`src/rtl/alu_seq_pkg.sv`:
```
// alu_seq_pkg: shared types and constants for the alu_seq sequencer.
//   op_e    : command opcodes as encoded on cmdOp
//   state_e : sequencer FSM states
//   ctrl_t  : bundle of the registered ALU control strobes
package alu_seq_pkg;

  typedef enum logic [1:0] {
    OP_ADD = 2'd0,
    OP_SUB = 2'd1,
    OP_SHR = 2'd2,
    OP_MUL = 2'd3
  } op_e;

  typedef enum logic [2:0] {
    S_IDLE,
    S_EXEC,
    S_MUL_ADD,
    S_MUL_SHIFT,
    S_DONE
  } state_e;

  localparam int unsigned MUL_STEPS      = 8;
  localparam logic [3:0]  MUL_COUNT_INIT = 4'(MUL_STEPS);

  // ALU control lines; bar_* are active-low bus enables.
  typedef struct packed {
    logic bar_e;
    logic bar_s;
    logic trig_c;
    logic trig_s;
    logic sub;
  } ctrl_t;

  localparam ctrl_t CTRL_IDLE = '{bar_e: 1'b1, bar_s: 1'b1, trig_c: 1'b0,
                                  trig_s: 1'b0, sub: 1'b0};

endpackage

```
`src/rtl/alu_seq.sv`:
```
// alu_seq: command sequencer driving an external 8-bit ALU.
// Executes ADD / SUB / SHR in one ALU cycle and an 8x8 unsigned MUL as
// eight shift-add iterations (P:Q shift register, M held in breg).
//
// Ports:
//   clk, reset                  clock, synchronous active-high reset
//   cmdValid/cmdReady           command handshake; cmdReady = idle
//   cmdOp, cmdA, cmdB           opcode and operands (MUL: A x B)
//   rspValid/rspReady           response handshake
//   rspHi, rspLo, rspCarry      result and carry / no-borrow / shifted-out bit
//   areg, breg                  ALU operand registers
//   doSubtract                  ALU subtract select
//   assertBarE, assertBarS      active-low ALU sum / shift bus enables
//   triggerC, triggerS          ALU carry / shift flag capture strobes
//   dbus, flagCarry             ALU result bus and carry flag
//
// Build option: define ALU_SEQ_MUL_SKIP_EN to skip the add cycle of MUL
// iterations whose multiplier bit is 0 (latency 8 + popcount(cmdB)).
module alu_seq
  import alu_seq_pkg::*;
(
  input  logic       clk,
  input  logic       reset,
  input  logic       cmdValid,
  output logic       cmdReady,
  input  logic [1:0] cmdOp,
  input  logic [7:0] cmdA,
  input  logic [7:0] cmdB,
  output logic       rspValid,
  input  logic       rspReady,
  output logic [7:0] rspHi,
  output logic [7:0] rspLo,
  output logic       rspCarry,
  output logic [7:0] areg,
  output logic [7:0] breg,
  output logic       doSubtract,
  output logic       assertBarE,
  output logic       assertBarS,
  output logic       triggerC,
  output logic       triggerS,
  input  logic [7:0] dbus,
  input  logic       flagCarry
);

  state_e     r_state, w_state_nxt, w_mul_step;
  op_e        r_op, w_cmd_op;
  ctrl_t      r_ctrl, w_ctrl_nxt;
  logic [7:0] r_areg, r_breg, r_q, r_pn, r_rsp_hi, r_rsp_lo;
  logic       r_c, r_rsp_carry;
  logic [3:0] r_count, w_count_dec;
  logic [7:0] w_pn_eff, w_p_shift, w_q_shift;
  logic       w_c_eff, w_last_step, w_q_lsb_nxt;

  assign w_cmd_op = op_e'(cmdOp);

  // A skipped or non-adding iteration shifts P itself with C=0; only an
  // iteration whose multiplier bit is 1 uses the captured ALU sum.
  assign w_pn_eff    = r_q[0] ? r_pn : r_areg;
  assign w_c_eff     = r_q[0] & r_c;
  assign w_p_shift   = {w_c_eff, w_pn_eff[7:1]};
  assign w_q_shift   = {w_pn_eff[0], r_q[7:1]};
  assign w_count_dec = r_count - 4'd1;
  assign w_last_step = (w_count_dec == 4'd0);

  // Multiplier bit that will sit in Q[0] during the next MUL state.
  assign w_q_lsb_nxt = (r_state == S_IDLE) ? cmdB[0] : r_q[1];

`ifdef ALU_SEQ_MUL_SKIP_EN
  assign w_mul_step = w_q_lsb_nxt ? S_MUL_ADD : S_MUL_SHIFT;
`else
  assign w_mul_step = S_MUL_ADD;
`endif

  // State register and registered controls.
  always_ff @(posedge clk) begin
    // NOTE: sequential state is written only with non-blocking assignments.
    if (reset) begin
      r_state <= S_IDLE;
      r_ctrl  <= CTRL_IDLE;
    end else begin
      r_state <= w_state_nxt;
      r_ctrl  <= w_ctrl_nxt;
    end
  end

  // Next-state logic.
  always_comb begin
    // NOTE: every comb output gets a default first so no path infers a latch.
    w_state_nxt = r_state;
    unique case (r_state)
      S_IDLE:      if (cmdValid) w_state_nxt = (w_cmd_op == OP_MUL) ? w_mul_step : S_EXEC;
      S_EXEC:      w_state_nxt = S_DONE;
      S_MUL_ADD:   w_state_nxt = S_MUL_SHIFT;
      S_MUL_SHIFT: w_state_nxt = w_last_step ? S_DONE : w_mul_step;
      S_DONE:      if (rspReady) w_state_nxt = S_IDLE;
      default:     w_state_nxt = S_IDLE;
    endcase
  end

  // Control values for the state being entered, so they are registered and
  // stable for that whole state. EXEC is only ever entered from IDLE.
  always_comb begin
    w_ctrl_nxt = CTRL_IDLE;
    unique case (w_state_nxt)
      S_EXEC: begin
        unique case (w_cmd_op)
          OP_ADD: begin w_ctrl_nxt.bar_e = 1'b0; w_ctrl_nxt.trig_c = 1'b1; end
          OP_SUB: begin
            w_ctrl_nxt.bar_e  = 1'b0;
            w_ctrl_nxt.trig_c = 1'b1;
            w_ctrl_nxt.sub    = 1'b1;
          end
          OP_SHR: begin w_ctrl_nxt.bar_s = 1'b0; w_ctrl_nxt.trig_s = 1'b1; end
          default: w_ctrl_nxt = CTRL_IDLE;
        endcase
      end
      S_MUL_ADD: begin
        if (w_q_lsb_nxt) begin
          w_ctrl_nxt.bar_e  = 1'b0;
          w_ctrl_nxt.trig_c = 1'b1;
        end
      end
      default: w_ctrl_nxt = CTRL_IDLE;
    endcase
  end

  // Datapath: operands, P/Q/C/count, response registers.
  always_ff @(posedge clk) begin
    if (reset) begin
      r_op        <= OP_ADD;
      r_areg      <= '0;
      r_breg      <= '0;
      r_q         <= '0;
      r_pn        <= '0;
      r_c         <= 1'b0;
      r_count     <= '0;
      r_rsp_hi    <= '0;
      r_rsp_lo    <= '0;
      r_rsp_carry <= 1'b0;
    end else begin
      unique case (r_state)
        S_IDLE: begin
          if (cmdValid) begin
            r_op <= w_cmd_op;
            if (w_cmd_op == OP_MUL) begin
              r_areg  <= '0;
              r_breg  <= cmdA;
              r_q     <= cmdB;
              r_count <= MUL_COUNT_INIT;
            end else begin
              r_areg <= cmdA;
              r_breg <= cmdB;
            end
          end
        end
        S_EXEC: begin
          r_rsp_lo    <= dbus;
          r_rsp_hi    <= '0;
          r_rsp_carry <= (r_op == OP_SHR) ? r_areg[0] : flagCarry;
        end
        S_MUL_ADD: begin
          if (r_q[0]) begin
            r_pn <= dbus;
            r_c  <= flagCarry;
          end
        end
        S_MUL_SHIFT: begin
          r_areg  <= w_p_shift;
          r_q     <= w_q_shift;
          r_count <= w_count_dec;
          if (w_last_step) begin
            r_rsp_hi    <= w_p_shift;
            r_rsp_lo    <= w_q_shift;
            r_rsp_carry <= 1'b0;
          end
        end
        default: ;
      endcase
    end
  end

  assign cmdReady   = (r_state == S_IDLE);
  assign rspValid   = (r_state == S_DONE);
  assign rspHi      = r_rsp_hi;
  assign rspLo      = r_rsp_lo;
  assign rspCarry   = r_rsp_carry;
  assign areg       = r_areg;
  assign breg       = r_breg;
  assign doSubtract = r_ctrl.sub;
  assign assertBarE = r_ctrl.bar_e;
  assign assertBarS = r_ctrl.bar_s;
  assign triggerC   = r_ctrl.trig_c;
  assign triggerS   = r_ctrl.trig_s;

endmodule
```
`config.mk`:
```
export PLATFORM = sky130hd
export DESIGN_NAME = alu_seq
export DESIGN_NICKNAME = d
export VERILOG_FILES = /design/src/rtl/alu_seq_pkg.sv /design/src/rtl/alu_seq.sv
export SDC_FILE = /design/constraint.sdc
export NUM_CORES = 1
export LEC_CHECK = 0
export ABC_AREA = 1
export CAP_MARGIN = 15
export CELL_PAD_IN_SITES_DETAIL_PLACEMENT = 1
export CELL_PAD_IN_SITES_GLOBAL_PLACEMENT = 2
export CORE_MARGIN = 2
export CORE_UTILIZATION = 37
export CTS_BUF_LIST = sky130_fd_sc_hd__clkbuf_8 sky130_fd_sc_hd__clkbuf_16
export CTS_CLUSTER_DIAMETER = 150
export DETAILED_ROUTE_END_ITERATION = 6
export DONT_BUFFER_PORTS = 1
export GPL_ROUTABILITY_DRIVEN = 1
export GPL_TIMING_DRIVEN = 0
export PLACE_DENSITY = 0.84
export SLEW_MARGIN = 5
export SYNTH_ARGS = -nofsm -noshare
export SYNTH_HDL_FRONTEND = slang
export SYNTH_SLANG_ARGS = --single-unit
```
`constraint.sdc`:
```
create_clock -name clk -period 4.5 [get_ports clk]
set_input_delay 0.45 -clock clk [delete_from_list [all_inputs] [get_ports clk]]
set_output_delay 0.45 -clock clk [all_outputs]
set_load 0.01 [all_outputs]
```
After elaboration in Yosys (flattened, before gate mapping)
Index checks and enable logic that the tools add are counted.
{"block": "word_totals", "output_inout_bits": 40, "latch_bits": 0, "ramBits": 0, "in_bits": 31, "mem_bits_ro": 0, "regBits": 64, "mem_count": 0, "word_cells": 77}
{"block": "classes", "n_reduce_logical": 12, "shift": 0, "muxes": 33, "n_lt_le_gt_ge": 0, "mul": 0, "n_eq_ne": 13, "bitwise_logic": 2, "div_mod_pow": 0, "n_addsub": 1}
{"operator": "$mux W8", "n": 8}
{"operator": "$pmux W8 S2", "n": 4}
{"operator": "$pmux W3 S5", "n": 1}
{"operator": "$mux W1", "n": 10}
{"operator": "$eq A3 B2 Y1 const B", "n": 3}
{"operator": "$mux W3", "n": 3}
{"operator": "$mux W4", "n": 2}
{"operator": "$pmux W4 S2", "n": 1}
{"operator": "$reduce_and A2 Y1", "n": 4}
{"operator": "$eq A2 B2 Y1 const B", "n": 3}
{"operator": "$eq A3 B1 Y1 const B", "n": 2}
{"operator": "$pmux W1 S2", "n": 3}
{"operator": "$logic_not A4 Y1", "n": 1}
{"operator": "$ne A2 B2 Y1 const B", "n": 2}
{"operator": "$reduce_bool A2 Y1", "n": 2}
{"operator": "$reduce_or A2 Y1", "n": 2}
{"operator": "$sub A4 B1 Y4 const B", "n": 1}
{"operator": "$eq A3 B3 Y1 const B", "n": 1}
{"operator": "$logic_not A3 Y1", "n": 1}
{"operator": "$reduce_and A3 Y1", "n": 1}
{"operator": "$eq A2 B1 Y1 const B", "n": 1}
{"operator": "$logic_not A2 Y1", "n": 1}
{"operator": "$mux W2", "n": 1}
{"operator": "$ne A2 B1 Y1 const B", "n": 1}
{"operator": "2 further kinds", "n": 2}

Depth between registers and ports, before layout
{"block": "depth", "word_depth": 7, "mapped_depth": 12, "mapped_depth_nobuf": 12}

Worst setup path before layout
Ideal clock, no wire load.
{"block": "synth_timing", "path_kind": "register -> register", "startpoint": "register r_count[0]", "endpoint": "register r_rsp_hi[3] (netlist: rspHi[3])", "path_stages_with_launch": 12, "setup_time_ps": 117, "n_path_buf": 1, "synth_period_minus_slack_ps": 1506, "required_ps": 4383, "slack_ps": 2994, "arrival_time_ps": 1389, "path_cell_list": "dfxtp_1 -> inv_1 -> ha_1 -> nor2_1 -> nor2_1 -> nor2_1 -> nand3_1 -> nand2_1 -> inv_2 -> buf_2 -> a21oi_1 -> nor2_1"}
{"block": "synth_via", "elab_chain_cells": 4}
{"item": "start: declaration", "line_no": "alu_seq.sv:50", "source": "logic [3:0] r_count, w_count_dec;"}
{"item": "start signal: assignment", "line_no": "alu_seq.sv:170", "source": "r_count <= w_count_dec;"}
{"item": "$sub A4 B1 Y4", "line_no": "alu_seq.sv:62", "source": "assign w_count_dec = r_count - 4'd1;"}
{"item": "$logic_not A4 Y1", "line_no": "alu_seq.sv:63", "source": "assign w_last_step = (w_count_dec == 4'd0);"}
{"item": "$ne A2 B2 Y1 (no source line)"}
{"item": "$reduce_and A2 Y1 (no source line)"}
{"item": "end signal: assignment", "line_no": "alu_seq.sv:172", "source": "r_rsp_hi <= w_p_shift;"}
{"item": "end: declaration", "line_no": "alu_seq.sv:48", "source": "logic [7:0] r_areg, r_breg, r_q, r_pn, r_rsp_hi, r_rsp_lo;"}
No other way between the ends.
A chain may end at the register's enable or synchronous reset.

Worst setup path in the final report
{"block": "layout_timing", "startpoint": "register r_state[1]", "endpoint": "register r_areg[6] (netlist: areg[6])"}
{"block": "layout_via", "elab_chain_cells": 3, "elab_cells_between_ends": 6, "classes_between": "eq/ne (2); mux (1); reduce/logical (3)"}
{"item": "start: declaration", "line_no": "alu_seq.sv:45", "source": "state_e r_state, w_state_nxt, w_mul_step;"}
{"item": "start signal: assignment", "line_no": "alu_seq.sv:81", "source": "r_state <= w_state_nxt;"}
{"item": "$logic_not A3 Y1 *"}
{"item": "via cmdReady", "line_no": "alu_seq.sv:25", "source": "output logic cmdReady,"}
{"item": "$ne A2 B2 Y1 (no source line) or $reduce_bool A2 Y1 (tied branches)"}
{"item": "$reduce_and A2 Y1 (no source line)"}
{"item": "end signal: assignment", "line_no": "alu_seq.sv:151", "source": "r_areg <= cmdA;"}
{"item": "end signal: assignment", "line_no": "alu_seq.sv:168", "source": "r_areg <= w_p_shift;"}
{"item": "end: declaration", "line_no": "alu_seq.sv:48"}
Mark *: on every way through the listed nets, which the timed path passes. The rest lies on a longest branch.

==> results.tsv <==
stage	metric	value	unit
sta	Hold Fails Final Rpt	0	
synth	Post-Synthesis Net Count	398	
sta	fin crit share	0.4097	
floorplanning	Placement Rows	31	
routing	DRT iter0 DRCs	104	
setup_path	reg-to-reg setup timing slack	2.66	ns
worst_hold_path	Worst Min Path Start	cmdOp[1]	
synth	leading register cell type out of synthesis	dfxtp_1	
setup_path	maximum net fanout on the critical path	10	
sta	Fmax achieved	542.3	MHz
cells_and_area	Fillers	908	
routing	Routed wire per std cell	18.07	µm
placed_design	port buffer count	0	
setup_path	required time at the worst-slack endpoint	4.72	ns
clock_network	cells resized by post-CTS repair	0	
grt	pin count of the biggest net entering global routing	11	
setup_path	kind of end point of the critical path	flip-flop	
sta	minimum clock period	1.844	ns
floorplanning	initial standard-cell utilization of the core	0.3796	
placed_design	HPWL after DPL	6408	µm
clock_network	number of buffers created by CTS	9	
clock_network	register clock-pin slew on the reported worst setup and hold paths	0.08	ns
setup_path	Critical R2R Launch	r_state[1]	
worst_hold_path	HP Class	input pin to flip-flop	
sta	final setup vio count	0	
cells_and_area	area of combinational cells with multiple inputs	1242	µm²
clock_network	post-CTS setup buffer count	0	
floorplanning	die height	89.80	µm
synth	post-synthesis cell type count	25	
floorplanning	Die Footprint	8064	µm²
setup_path	standard cell with the maximum stage delay on the critical path	dfxtp_1	
power_and_ir_drop	Worst IR Drop VDD	0.0001742	V
clock_network	cts-stage hold buffer count	0	
synth	Seq cells post-synth	64	
cells_and_area	commonest non-fill, non-tap cells in the layout	dfxtp_1 (64), nand2_1 (55), o21ai_0 (53)	
synth	number of flops mapped to enable cells by yosys	0	
synth	area share of the leading cell type in the synthesized netlist	0.4704	
synth	cell types occupying the most area after synthesis	dfxtp_1 (47%), o21ai_0 (9.7%), nand2_1 (7.6%)	
placed_design	Post-Place Cells	464	
routing	number of routed nets with antenna violations	0	
synth	fraction of the yosys area taken by sequential cells	0.4704	
run	Max Cap Violations	0	
cells_and_area	share of cells above drive strength 1	0.1026	
routing	first-pass iteration count of the detailed router	5	
sta	unrepaired setup endpoints after global routing	no	
setup_path	count of cells along the worst register-to-register path	7	
floorplanning	top-level I/O count	71	
clock_network	clock root buffer master	clkbuf_8	
power_and_ir_drop	Lkg Pwr	1.258	nW
clock_network	clock insertion delay at the later pin of the skew report	0.34	ns
synth	average cell area after synthesis	7.463	µm²
cells_and_area	final instance count without filler cells	479	
sta	aggregate negative setup slack	0	ns
routing	number of vias in the routed layout	2501	
synth	number of warning messages in the yosys log	0	
sta	skew final	0.01026	ns
outcome	outcome	completed	
sta	slew of the pin with the lowest slew margin	0.6161	ns
floorplanning	CORE AREA	7176	µm²
sta	final worst hold slack	0.2349	ns
sta	remaining max-slew budget at the tightest pin	0.5893	
clock_network	number of clock sinks	64	
floorplanning	Die Span X	89.80	µm
sta	worst-case setup margin in the final layout	2.656	ns
synth	dominant cell type by area after synthesis	dfxtp_1	
clock_network	# H-tree levels	3	
cells_and_area	number of diodes	0	
setup_path	worst reg2reg path endpoint	areg[6]	
routing	total wire length	8656	µm
grt	wire length of the first global-routing pass	13740	µm
grt	aggregate global-route resource usage	0.2185	
grt	via count of the first global-routing pass	2590	
synth	post-synthesis cell count	365	
setup_path	path type of the worst setup path	flip-flop to flip-flop	
cells_and_area	post-synthesis to final-layout area growth	11.44	%
cells_and_area	combined flip-flop and latch cell area	1281	µm²
placed_design	worst setup slack before clock tree synthesis	2.488	ns
power_and_ir_drop	power per cell area	432.5	nW/µm²
grt	grt total ovfl	0	
setup_path	number of buffer and inverter stages on the critical path	2	
routing	post-DR vias/cell	5.221	
placed_design	final RePlAce weighted congestion	0.8247	
setup_path	data arrival time of the critical path	2.06	ns
power_and_ir_drop	Overall Power	1.313	mW
setup_path	sequence of cells on the critical path	inv_1, nand2_1, nor2_2, nand2_1, buf_2, o21ai_0, a21oi_1	
synth	Async SR Flop Fraction	0	
clock_network	TritonCTS clock tree	yes	
cells_and_area	Final nets	409	
clock_network	number of buffers on the longest clock path	2	
sta	final count of pins violating max slew	0	
worst_hold_path	worst hold path depth	1	
worst_hold_path	hold path endpoint	assertBarS	
setup_path	maximum single-stage delay on the critical path	0.31	ns
setup_path	delay-heaviest family, CP	simple AND/OR/NAND/NOR gates	
cells_and_area	commonest non-fill, non-tap cell in the layout	dfxtp_1	
grt	antenna violations before repair	0	
synth	post-synthesis cell area	2724	µm²
routing	total DRC errors in the routed layout	0	
setup_path	startpoint class of the critical path	flip-flop	
setup_path	most repeated library cell on the critical path	nand2_1	
synth_stat cells, types with 2 or more instances:
cell and instances:
o21ai_0 53, mux2_2 8, a31oi_1 12, nand2_1 55, buf_2 7, nor3_1 16, buf_4 2, a21oi_1 27
nor2_1 51, o21ai_1 4, inv_2 4, clkbuf_1 9, dfxtp_1 64, nor2_2 2, nand3_1 15, inv_1 26
ha_1 2
power breakdown:
| group | internal [mW] | total [mW] | switching, mW |
|---|---|---|---|
| Clock | 0.263 | 0.494 | 0.231 |
| Combinational | 0.0534 | 0.162 | 0.109 |
| Sequential | 0.610 | 0.656 | 0.0459 |
registers in the layout (all words and copies together), names as in the netlist:
name / flops
rspLo: 8
rspCarry: 1
doSubtract: 1
r_q: 8
r_c: 1
r_count: 4
r_op: 2
triggerC: 1
breg: 8
rspHi: 8
r_pn: 8
areg: 8
assertBarS: 1
triggerS: 1
r_state: 3
assertBarE: 1
routing by layer:
layer,vias up,track usage,wire (µm)
li1,1238,-,-
met1,1190,0.2761,3990
met2,61,0.3681,4149
met3,12,0.05448,364
met4,0,0.06923,151
met5,-,0,0
per-stage QoR:
stage / utilization / instance area (µm²)
after floorplan: - / 2724
after global placement: 0.3969 / 2848
after detailed placement: 0.3969 / 2848
after CTS: 0.4230 / 3035
after global routing: 0.4230 / 3035
final: 0.4230 / 3035
cell families after synthesis:
logic type	after synthesis	synth area share
fa+ha+maj	2	0.009185
simple gates	143	0.2223
flops	64	0.4704
buf+inv	49	0.07349
mux	8	0.03307
compound gates	99	0.1915
worst max-delay path by stage:
stage,from,end,slack [ns],cells after the start
after floorplan,r_count[0],rspHi[3],2.99,11
after global placement,reset,rspLo[6],2.53,6
after global routing,r_count[0],rspLo[4],2.49,12
after detailed placement,reset,rspLo[6],2.49,6
after CTS,r_state[1],areg[6],2.62,7
final,r_state[1],areg[6],2.66,7
area by class of cell:
| class | instances | share of cell area |
|---|---|---|
| sequential | 64 | 0.4221 |
| multi-input combinational | 252 | 0.4093 |
| clock buffer | 10 | 0.04534 |
| tap | 99 | 0.04081 |
| inverter | 30 | 0.03710 |
| buffer | 19 | 0.02885 |
| clock inverter | 5 | 0.01649 |
Power figures use the tool's default switching activity.
